## src/rtl/simmem_wresp_delay_slots.sv

```systemverilog
// simmem_wresp_delay_slots
//
// Write-response delay engine for the simulated memory controller. Every
// accepted write address claims one of NumSlots slots and starts a countdown
// loaded from cfg_delay_i. The matching B response from the real controller is
// parked in that slot. It is released to the requester once three conditions
// hold: the countdown is zero, the response has arrived, and every older slot
// with the same ID has already left. Different IDs may complete out of order.
//
// Ports
//   clk_i, rst_i                   clock, synchronous active-high reset
//   cfg_delay_i                    countdown for the AW accepted this cycle
//   waddr_in_valid_i/ready_o       requester AW handshake (id in waddr_in_id_i)
//   waddr_out_valid_o/ready_i      AW handshake towards the real controller
//   wresp_in_valid_i/ready_o       B from the real controller (id, data)
//   wresp_out_valid_o/ready_i      B towards the requester (id, data)
//   occupancy_o                    number of valid slots (output reg excluded)
module simmem_wresp_delay_slots #(
  parameter int IdWidth    = 4,
  parameter int RespWidth  = 2,
  parameter int NumSlots   = 8,
  parameter int DelayWidth = 8
) (
  input  logic                           clk_i,
  input  logic                           rst_i,
  input  logic [DelayWidth-1:0]          cfg_delay_i,
  input  logic                           waddr_in_valid_i,
  output logic                           waddr_in_ready_o,
  input  logic [IdWidth-1:0]             waddr_in_id_i,
  output logic                           waddr_out_valid_o,
  input  logic                           waddr_out_ready_i,
  input  logic                           wresp_in_valid_i,
  output logic                           wresp_in_ready_o,
  input  logic [IdWidth-1:0]             wresp_in_id_i,
  input  logic [RespWidth-1:0]           wresp_in_data_i,
  output logic                           wresp_out_valid_o,
  input  logic                           wresp_out_ready_i,
  output logic [IdWidth-1:0]             wresp_out_id_o,
  output logic [RespWidth-1:0]           wresp_out_data_o,
  output logic [$clog2(NumSlots+1)-1:0]  occupancy_o
);

  localparam int OccWidth = $clog2(NumSlots + 1);

  logic [NumSlots-1:0]   valid_q;
  logic [NumSlots-1:0]   has_resp_q;
  logic [IdWidth-1:0]    id_q    [NumSlots];
  logic [RespWidth-1:0]  data_q  [NumSlots];
  logic [DelayWidth-1:0] cnt_q   [NumSlots];
  // older_q[i][j] set: slot j was allocated before slot i
  logic [NumSlots-1:0]   older_q [NumSlots];

  logic                  ovalid_q;
  logic [IdWidth-1:0]    oid_q;
  logic [RespWidth-1:0]  odata_q;

  logic                  full;
  logic                  aw_hs;
  logic                  in_hs;
  logic                  load;
  logic [NumSlots-1:0]   alloc_oh;
  logic [NumSlots-1:0]   cand;
  logic [NumSlots-1:0]   ingest_oh;
  logic [NumSlots-1:0]   blocked;
  logic [NumSlots-1:0]   elig;
  logic [NumSlots-1:0]   rel_oh;
  logic [NumSlots-1:0]   release_mask;
  logic [IdWidth-1:0]    sel_id;
  logic [RespWidth-1:0]  sel_data;
  logic [OccWidth-1:0]   occ;

  // AW channel
  assign full              = &valid_q;
  assign waddr_out_valid_o = waddr_in_valid_i & ~full & ~rst_i;
  assign waddr_in_ready_o  = waddr_out_ready_i & ~full & ~rst_i;
  assign aw_hs             = waddr_in_valid_i & waddr_in_ready_o;

  // The lowest clear bit of valid_q: adding one ripples through the
  // trailing ones, and masking with ~valid_q keeps only that first zero.
  assign alloc_oh = ~valid_q & (valid_q + NumSlots'(1));

  // Response ingest goes to the oldest pending slot with a matching ID.
  always_comb begin
    cand      = '0;
    ingest_oh = '0;
    for (int i = 0; i < NumSlots; i++) begin
      cand[i] = valid_q[i] & ~has_resp_q[i] & (id_q[i] == wresp_in_id_i);
    end
    for (int i = 0; i < NumSlots; i++) begin
      ingest_oh[i] = cand[i] & ~|(cand & older_q[i]);
    end
  end

  assign wresp_in_ready_o = (|cand) & ~rst_i;
  assign in_hs            = wresp_in_valid_i & wresp_in_ready_o;

  // A slot is blocked while any older live slot carries the same ID.
  always_comb begin
    blocked = '0;
    for (int i = 0; i < NumSlots; i++) begin
      for (int j = 0; j < NumSlots; j++) begin
        if (older_q[i][j] && valid_q[j] && (id_q[j] == id_q[i])) begin
          blocked[i] = 1'b1;
        end
      end
    end
  end

  always_comb begin
    elig   = '0;
    rel_oh = '0;
    for (int i = 0; i < NumSlots; i++) begin
      elig[i] = valid_q[i] & has_resp_q[i] & (cnt_q[i] == '0) & ~blocked[i];
    end
    for (int i = 0; i < NumSlots; i++) begin
      rel_oh[i] = elig[i] & ~|(elig & older_q[i]);
    end
  end

  assign load         = (~ovalid_q | wresp_out_ready_i) & (|elig);
  assign release_mask = load ? rel_oh : '0;

  always_comb begin
    sel_id   = '0;
    sel_data = '0;
    for (int i = 0; i < NumSlots; i++) begin
      sel_id   = sel_id | ({IdWidth{rel_oh[i]}} & id_q[i]);
      sel_data = sel_data | ({RespWidth{rel_oh[i]}} & data_q[i]);
    end
  end

  always_comb begin
    occ = '0;
    for (int i = 0; i < NumSlots; i++) begin
      occ = occ + OccWidth'(valid_q[i]);
    end
  end

  assign occupancy_o = occ;

  always_ff @(posedge clk_i) begin
    if (rst_i) begin
      valid_q    <= '0;
      has_resp_q <= '0;
      for (int i = 0; i < NumSlots; i++) begin
        id_q[i]    <= '0;
        data_q[i]  <= '0;
        cnt_q[i]   <= '0;
        older_q[i] <= '0;
      end
      ovalid_q <= 1'b0;
      oid_q    <= '0;
      odata_q  <= '0;
    end else begin
      for (int i = 0; i < NumSlots; i++) begin
        if (aw_hs && alloc_oh[i]) begin
          valid_q[i]    <= 1'b1;
          has_resp_q[i] <= 1'b0;
          id_q[i]       <= waddr_in_id_i;
          cnt_q[i]      <= cfg_delay_i;
          // A slot leaving on this same edge must not count as older.
          older_q[i]    <= valid_q & ~release_mask;
        end else begin
          if (release_mask[i]) begin
            valid_q[i] <= 1'b0;
          end
          if (valid_q[i] && (cnt_q[i] != '0)) begin
            cnt_q[i] <= cnt_q[i] - DelayWidth'(1);
          end
          if (in_hs && ingest_oh[i]) begin
            has_resp_q[i] <= 1'b1;
            data_q[i]     <= wresp_in_data_i;
          end
          // The new slot is younger than everyone; this also wipes stale
          // bits left over from the previous tenant of that slot.
          if (aw_hs) begin
            older_q[i] <= older_q[i] & ~alloc_oh;
          end
        end
      end
      if (load) begin
        ovalid_q <= 1'b1;
        oid_q    <= sel_id;
        odata_q  <= sel_data;
      end else if (wresp_out_ready_i) begin
        ovalid_q <= 1'b0;
      end
    end
  end

  assign wresp_out_valid_o = ovalid_q;
  assign wresp_out_id_o    = oid_q;
  assign wresp_out_data_o  = odata_q;

endmodule

```

## config.mk

```make
export PLATFORM = sky130hd
export DESIGN_NAME = simmem_wresp_delay_slots
export DESIGN_NICKNAME = d
export VERILOG_FILES = /design/src/rtl/simmem_wresp_delay_slots.sv
export SDC_FILE = /design/constraint.sdc
export NUM_CORES = 1
export LEC_CHECK = 0
export CORE_ASPECT_RATIO = 1.1
export CORE_UTILIZATION = 55
export CTS_CLUSTER_SIZE = 25
export DETAILED_ROUTE_END_ITERATION = 10
export PLACE_DENSITY = 0.76
export SETUP_SLACK_MARGIN = 0.05
export SLEW_MARGIN = 0
export SYNTH_ARGS = -nofsm -noshare
export SYNTH_HDL_FRONTEND = slang
export SYNTH_SLANG_ARGS = --single-unit
```

## constraint.sdc

```tcl
create_clock -name clk_i -period 4.2 [get_ports clk_i]
set_clock_uncertainty 0.2 [all_clocks]
set_input_delay 0.63 -clock clk_i [delete_from_list [all_inputs] [get_ports clk_i]]
set_output_delay 0.63 -clock clk_i [all_outputs]
set_load 0.03 [all_outputs]
```

# == Word-level counts from Yosys, hierarchy flattened ==
# Memories as Yosys holds them, arrays and structs flattened.
# Cells that the tools add are included.
# totals
register_bits,23
latchBits,0
ram_bits,176
romBits,0
elab_cells,752
memories,4
# classes
n_addsub,16
mul,0
n_div,0
n_lt_le_gt_ge,0
n_eq_ne,64
shift,0
muxes,246
bitwise_logic,191
n_reduce_logical,212
# memory_table
memory,depth,word_bits,rd,rd_ports_with_merged_regs,write_ports,line,source
cnt_q,8,8,8,0,8,49,logic [DelayWidth-1:0] cnt_q [NumSlots];
older_q,8,8,8,0,8,51,logic [NumSlots-1:0] older_q [NumSlots];
id_q,8,4,8,0,8,47,logic [IdWidth-1:0] id_q [NumSlots];
data_q,8,2,8,0,8,48,logic [RespWidth-1:0] data_q [NumSlots];
# ops
cell,count
2-to-1 mux 8 bit,33
== test 4 bit,64
bitwise AND 8 bit,26
2-to-1 mux 1 bit,197
logical AND 1 bit,144
OR reduction 8 bit,18
bitwise AND 1 bit,64
logical NOT 8 bit,8
nonzero test 8 bit,8
"subtractor 8 x 1 -> 8 bit, second input constant",8
bitwise OR 1 bit,49
bitwise AND 4 bit,8
2-to-1 mux 4 bit,8
bitwise OR 4 bit,7
NOT 8 bit,3
NOT 1 bit,19
nonzero test 2 bit,9
adder 4 x 1 -> 4 bit,4
bitwise AND 2 bit,8
logical NOT 1 bit,16
2-to-1 mux 2 bit,8
OR reduction 2 bit,8
bitwise OR 2 bit,7
"adder 8 x 1 -> 8 bit, second input constant",1
4 further kinds,4

# == Depth between registers and ports, before layout ==
# Gate-level depths: netlist of run 1.
# logic_depth
word_depth,24
ltp_mapped,13

# == Worst setup path after synthesis of run 1 ==
# OpenSTA, ideal clock, no wires.
# synth_timing
path_type,register to output
startpoint,register valid_q[0]
endpoint,output occupancy_o[2]
t_arrival_ns,3.036
setup_slack_ns,0.334
path_stages_with_launch,10
n_path_buf,0
path_cell_list,dfxtp_1 > fa_1 > inv_1 > fa_1 > fa_1 > inv_1 > ha_1 > inv_1 > fa_1 > xnor2_1
# synth_between
elab_chain_len,7
# synth_rtl
element,line,source
start: declaration,45,logic [NumSlots-1:0] valid_q;
start signal: assignment,143,valid_q <= '0;
start signal: indexed assignment,157,valid_q[i] <= 1'b1;
start signal: indexed assignment,165,valid_q[i] <= 1'b0;
adder 1 x 1 -> 2 bit,135,occ = occ + OccWidth'(valid_q[i]);
adder 2 x 1 -> 3 bit,135,
adder 3 x 1 -> 4 bit,135,
adder 4 x 1 -> 4 bit (4 in series),135,
end: declaration,40,output logic [$clog2(NumSlots+1)-1:0] occupancy_o
# Every way passes these cells.

==> results.toml, run 1 <==
[synth]
synthArstFlopShare_pct = 0
netlist_area_sq_um = 13100
ys_seq_area_share_pct = 43.7
yosysWarnings = 0
synth_cell_types = 81
synth-edff-count = 176
ys_seq_elements = 199
synth_ff_type = "edfxtp_1"
syn-mean-instance-area_sq_um = 9.42
netlist_instances = 1395
synth_fp_nets = 1436

[die]
core-area_sq_um = 23100
die_h_um = 164
initial_core_util_pct = 56.8
rows = 58
floorplan.die_area_sq_um = 24500
die_w_um = 149
io_pins = 38

[global_route]
grt_max_degree = 39
first_global_vias = 11611
grt_pass1_wl_um = 73800
grtUsageTotal_pct = 41.7
antenna_found_initial = 1
gr-total-overflow = 0

[placed_design]
gp_congestion = 1.07
place_hpwl_um = 36800
place_area_sq_um = 14300
io_buffers = 37

[layout]
final_layout_size_suffix_gt1_share_pct = 12.7
post-route-util_pct = 64.8
fin_area_sq_um = 15000
fin_nets = 1505
fill_cells = 1894
synthToLayoutAreaGrowth_pct = 14.1

[setup_path]
setup.worst_path.start_class = "flop"
critPathMaxFanout = 10
arrival_ns = 4.15
endpoint_kind = "flop"
critical_path_class = "flop to flop"
required_ns = 4.27
startpoint = "id_q[0][2]"
r2r-start = "id_q[0][2]"

[sta]
worst_slew_pin_slew_ns = 1.11
layout_worst_path_cycle_share_pct = 97.1
setup_viol = 0
fin_crit_ns = 4.08
fmax_mhz = 245
setup_tns_ns = 0
slew_violations = 0
grt_setup_unrepaired = "no"
hold_viol = 0
slew_headroom_pct = 25.1

[clock_tree]
cts_sinks = 199
clk_latency_ns = 0.46
cts_tree = "done"
clk_pin_slew_ns = 0.08
clk_path_buf_depth = 2
cts_buffers = 17
postCtsHoldBufs = 0
htreeDepth = 4
root_buffer = "clkbuf_16"

[drt]
drc = 0
dr.pass1.iters = 6
routedWlPerCell_um = 28.1
vias_per_cell = 6.88
ant_nets = 0
vias = 12234
drt_iter0_drc = 1603
wl_um = 49900

[run]
drv_cap = 0

[power_and_ir_drop]
ir_worst_vdd_mv = 0.256
p_leak_nw = 5.11
powerDensity_nw_per_um2 = 311

[min_path]
hold_path_class = "flop to flop"
hp-start = "has_resp_q[5]"

[outcome]
status = "finished, final reports clean"
==> state kept, by name (all words and copies together), names as in the netlist <==
signal	cells
cnt_q	64
data_q	16
has_resp_q	8
id_q	32
older_q	64
valid_q	8
wresp_out_data_o	2
wresp_out_id_o	4
wresp_out_valid_o	1
==> cell type report <==
class / instances / area (sq um) / area share [%]
tap: 300 / 375 / 2.50
antenna: 1 / 2.50 / 0.0167
multi-input combinational: 1029 / 6690 / 44.6
inverter: 64 / 240 / 1.60
clock buffer: 17 / 425 / 2.84
sequential: 199 / 5750 / 38.4
timing repair buffer: 153 / 1320 / 8.80
clock inverter: 14 / 185 / 1.24
==> logic make-up after synthesis <==
family	Yosys count	share of synthesized area, %
flip-flops	199	43.7
multiplexers	3	0.229
adder cells (fa/ha/maj)	17	1.85
AND/OR/NAND/NOR	538	21.3
AO/OA/AOI/OAI	302	15.9
XOR/XNOR	169	11.3
buffers and inverters	167	5.70
==> critical path, stage by stage (launching register included) <==
cell      delay, ns
edfxtp_1       0.76
xnor2_1        0.19
nand4_1        0.36
o22ai_1        0.33
nor4_2         0.08
buf_4          0.21
or4_2          0.67
o31ai_4        0.37
nor3_2         0.12
or3_1          0.40
o21ai_0        0.19
==> cells in the mapped netlist, types with 12 or more instances <==
library cell	instances	area (sq um)
nand3b_1	12	90.1
a211oi_1	30	225
and3_1	26	163
nand2b_1	35	219
xnor2_1	140	1230
nor4_1	21	131
a21oi_1	36	180
nand2_1	167	627
o21ai_0	71	355
edfxtp_1	176	5290
inv_1	62	233
nor2b_1	14	87.6
and2_1	12	75.1
nor2_1	91	342
nor3_1	21	105
ha_1	13	163
nand4_1	47	294
clkbuf_1	52	195
dfxtp_1	23	460
buf_2	32	160
xor2_1	29	254
nand3_1	35	175
a22oi_1	38	285
o22ai_1	29	181
==> worst paths after layout <==
path	slack (ns)	endpoint	cells past startpoint
min	0.30	has_resp_q[5]	2
max reg2reg	0.12	older_q[0][20]	10
max	0.12	older_q[0][20]	10
min reg2reg	0.30	has_resp_q[5]	2
==> per-stage QoR <==
| step | cells | worst slack (ns) | power, mW | hold WS [ns] |
|---|---|---|---|---|
| floorplan | 1395 | 0.334 | 2.70 | 0.234 |
| global placement | 1742 | 0.172 | 2.90 | 0.264 |
| detailed placement | 1742 | 0.120 | 2.91 | 0.279 |
| CTS | 1774 | 0.0311 | 4.63 | 0.290 |
| global route | 1776 | 0.0564 | 4.74 | 0.333 |
| finish | 1777 | 0.123 | 4.66 | 0.300 |
==> where the power goes <==
group,switching [mW],internal (mW)
Sequential,0.152,2.25
Combinational,0.286,0.208
Clock,0.858,0.908
Total,1.30,3.36
==> cell usage in the layout (no fill, tap or decap), types with 19 or more instances in the layout <==
cell | synthesis | final
inv_1 | 62 | 58
nor4_1 | 21 | 19
nand3_1 | 35 | 35
o21ai_0 | 71 | 71
a211oi_1 | 30 | 30
buf_4 | 6 | 112
edfxtp_1 | 176 | 176
nand2_1 | 167 | 167
a22oi_1 | 38 | 38
nor2_1 | 91 | 91
nor3_1 | 21 | 21
nand4_1 | 47 | 47
clkdlybuf4s50_1 | 0 | 31
nand2b_1 | 35 | 35
xnor2_1 | 140 | 139
dfxtp_1 | 23 | 21
a21oi_1 | 36 | 36
xor2_1 | 29 | 29
and3_1 | 26 | 26
o22ai_1 | 29 | 29
==> what timing repair did <==
action | 4_1_cts | 5_1_grt
pin swaps | 3 | 4
setup buffers | 1 | 2
resized for setup | 8 | 7
endpoints found under the setup margin | 2 | 19
==> per-layer routing <==
| layer | track usage (%) | part of all wire, % | routed length, um | vias to the layer above |
|---|---|---|---|---|
| li1 | - | - | - | 5236 |
| met1 | 51.9 | 37 | 18600 | 5904 |
| met2 | 64.0 | 44 | 22100 | 873 |
| met3 | 10.1 | 11 | 5420 | 219 |
| met4 | 28.6 | 7.7 | 3830 | 2 |
| met5 | 0 | 0.024 | 12 | - |
Power figures use the tool's default switching activity.
==> inputs of run 2 (changes only) <==
--- a/config.mk
+++ b/config.mk
@@ -5,6 +5,7 @@
 export SDC_FILE = /design/constraint.sdc
 export NUM_CORES = 1
 export LEC_CHECK = 0
+export ABC_CLOCK_PERIOD_IN_PS = 4200
 export CORE_ASPECT_RATIO = 1.1
 export CORE_UTILIZATION = 55
 export CTS_CLUSTER_SIZE = 25
==> results of run 2 <==
The final DEF is identical to that of run 1; final timing and power are the same.
==> inputs of run 3 (changes only) <==
--- a/config.mk
+++ b/config.mk
@@ -10,6 +10,7 @@
 export CORE_UTILIZATION = 55
 export CTS_CLUSTER_SIZE = 25
 export DETAILED_ROUTE_END_ITERATION = 10
+export GPL_TIMING_DRIVEN = 0
 export PLACE_DENSITY = 0.76
 export SETUP_SLACK_MARGIN = 0.05
 export SLEW_MARGIN = 0
==> run 3 against run 2 <==
Effect of this change: the flow now finishes with violations (DRC, setup timing); die area stayed put; via count is 2.1% lower; fmax is 3.9% lower; sequential power is 2% lower; critical path depth stayed put; first-iteration DRC count is 5.5% lower; global-route usage is 0.52 points higher; setup slack worse by 0.17 ns; total power is 0.76% lower; hold slack worse by 0.014 ns; clock-buffer cell count is 1 higher; wire length is 1.2% higher; critical endpoint is now occupancy_o[1].
==> results.toml, run 3 (synthesis gave the netlist of run 1 again) <==
[outcome]
status = "finished with violations"
violations = "DRC, setup timing"

[setup_path]
arrival_ns = 3.41
critPathSlowestCell = "fa_1"
critical_path_class = "flop to output port"
r2r-start = "valid_q[1]"
endpoint_kind = "output port"
rr_endpoint = "older_q[0][4]"
r2r.worst_path.cells = 11
critical_path.cell_chain = "fa_1, inv_2, fa_1, fa_1, inv_1, ha_2, inv_2, fa_2, inv_2, buf_6"
regToRegSetupSlack_ns = 0.01
required_ns = 3.37
critPathMaxStageDelay_ns = 0.56
setup.worst_path.start_class = "flop"
critPathMaxFanout = 4

[power_and_ir_drop]
p_sw_mw = 1.37
clkPwrFrac_pct = 37.5
p_comb_share_pct = 11.9
p_leak_nw = 4.90
ir_worst_vdd_mv = 0.274
powerDensity_nw_per_um2 = 313
pwr-share-seq_pct = 50.7
sw_frac_of_total_pct = 29.6
internal-power_mw = 3.26

[drt]
drt_iter0_drc = 1515
wl_um = 50500
drc = 1
routedWlPerCell_um = 28.6
vias_per_cell = 6.78
vias = 11977
dr.pass1.iters = 10
ant_nets = 0

[die]
core-area_sq_um = 23100
io_pins = 38
die_h_um = 164
rows = 58
die_w_um = 149
floorplan.die_area_sq_um = 24500
initial_core_util_pct = 56.8

[placed_design]
place_hpwl_um = 37600
gp_congestion = 1.01
io_buffers = 26
place_area_sq_um = 13800
place_inst = 1722
pre_cts_ws_ns = -0.792

[layout]
multiInputGateArea_sq_um = 6840
final_cells = 1766
fin_nets = 1494
final_layout_size_suffix_gt1_share_pct = 11.2
largestRegisters = "cnt_q (64), older_q (64), id_q (32)"
post-route-util_pct = 63.7
n_antenna_cell = 0
layout_common_cells = "edfxtp_1, nand2_1, xnor2_1"
layout_commonest_cell = "edfxtp_1"
fin_area_sq_um = 14800
fill_cells = 1963
synthToLayoutAreaGrowth_pct = 12.3
ff_latch_area_sq_um = 5760

[run]
drv_cap = 0

[min_path]
hold_path_class = "flop to flop"
min_path_cells = 2
hold_end = "has_resp_q[4]"
hp-start = "has_resp_q[4]"

[sta]
worst_slew_pin_slew_ns = 1.06
setup_viol = 2
slew_headroom_pct = 28.8
hold-worst-slack_ns = 0.286
layout_worst_path_cycle_share_pct = 101
fmax_mhz = 236
slew_violations = 0
finalWorstSetupSlack_ns = -0.0446
grt_setup_unrepaired = "yes"
fin_crit_ns = 4.24
hold_viol = 0

[clock_tree]
cts_buffers = 17
cts_sinks = 199
htreeDepth = 4
clk_pin_slew_ns = 0.08
root_buffer = "clkbuf_16"
postCtsHoldBufs = 0
cts_tree = "done"
clk_latency_ns = 0.46
clk_path_buf_depth = 2

[global_route]
first_global_vias = 11410
grtUsageTotal_pct = 42.3
grt_pass1_wl_um = 74100
gr-total-overflow = 0
antenna_found_initial = 1
grt_max_degree = 36
[run 3: worst max path at each step]
stage                       from        endpoint  cells past startpoint
finish                valid_q[1]  occupancy_o[1]                     10
global route          valid_q[1]  occupancy_o[1]                     10
CTS                   valid_q[0]  occupancy_o[1]                     10
detailed placement  cnt_q[1][11]  older_q[1][27]                      9
floorplan             valid_q[0]  occupancy_o[2]                      9
global placement    cnt_q[1][11]  older_q[1][19]                      9
[run 3: routing by layer]
metal / vias to the layer above / global-route usage [%] / part of all wire [%]
met5: - / 0 / 0
met4: 0 / 25.2 / 6.9
met3: 207 / 9.92 / 11
met2: 825 / 65.4 / 44
met1: 5710 / 53.8 / 38
li1: 5235 / - / -
[run 3: per-stage QoR]
stage	power (mW)	setup TNS (ns)
6_report	4.62	-0.0528
5_1_grt	4.69	-0.199
4_1_cts	4.58	-0.0275
3_5_place_dp	2.90	-39.59
3_3_place_gp	2.89	-87.71
2_1_floorplan	2.70	0
[run 3: cell type report]
cell class / count / area share [%]
repair buffers: 43 / 2.77
flip-flops and latches: 199 / 39.0
clock buffers: 18 / 2.91
well taps: 300 / 2.54
multi-input cells: 1029 / 46.4
inverters: 64 / 1.65
plain buffers: 99 / 3.55
clock inverters: 14 / 1.18
[run 3: power by group through the flow]
stage               logic, mW  registers [mW]  clock network (mW)
floorplan               0.365            2.34                   0
global placement        0.508            2.38                   0
detailed placement      0.524            2.38                   0
CTS                     0.533            2.33                1.72
global route            0.581            2.35                1.77
finish                  0.549            2.34                1.73
[run 3: what timing repair did]
item,in CTS,in global routing
cloned,0,0
setup endpoints to repair,104,67
pin swaps,4,10
setup buffers,7,9
resized for setup,58,24
[run 3: critical path: cells and delay by family (launching register included)]
kind / cells / cell delay [ns]
fa+ha+maj: 5 / 2.26
flops: 1 / 0.38
buf+inv: 5 / 0.32
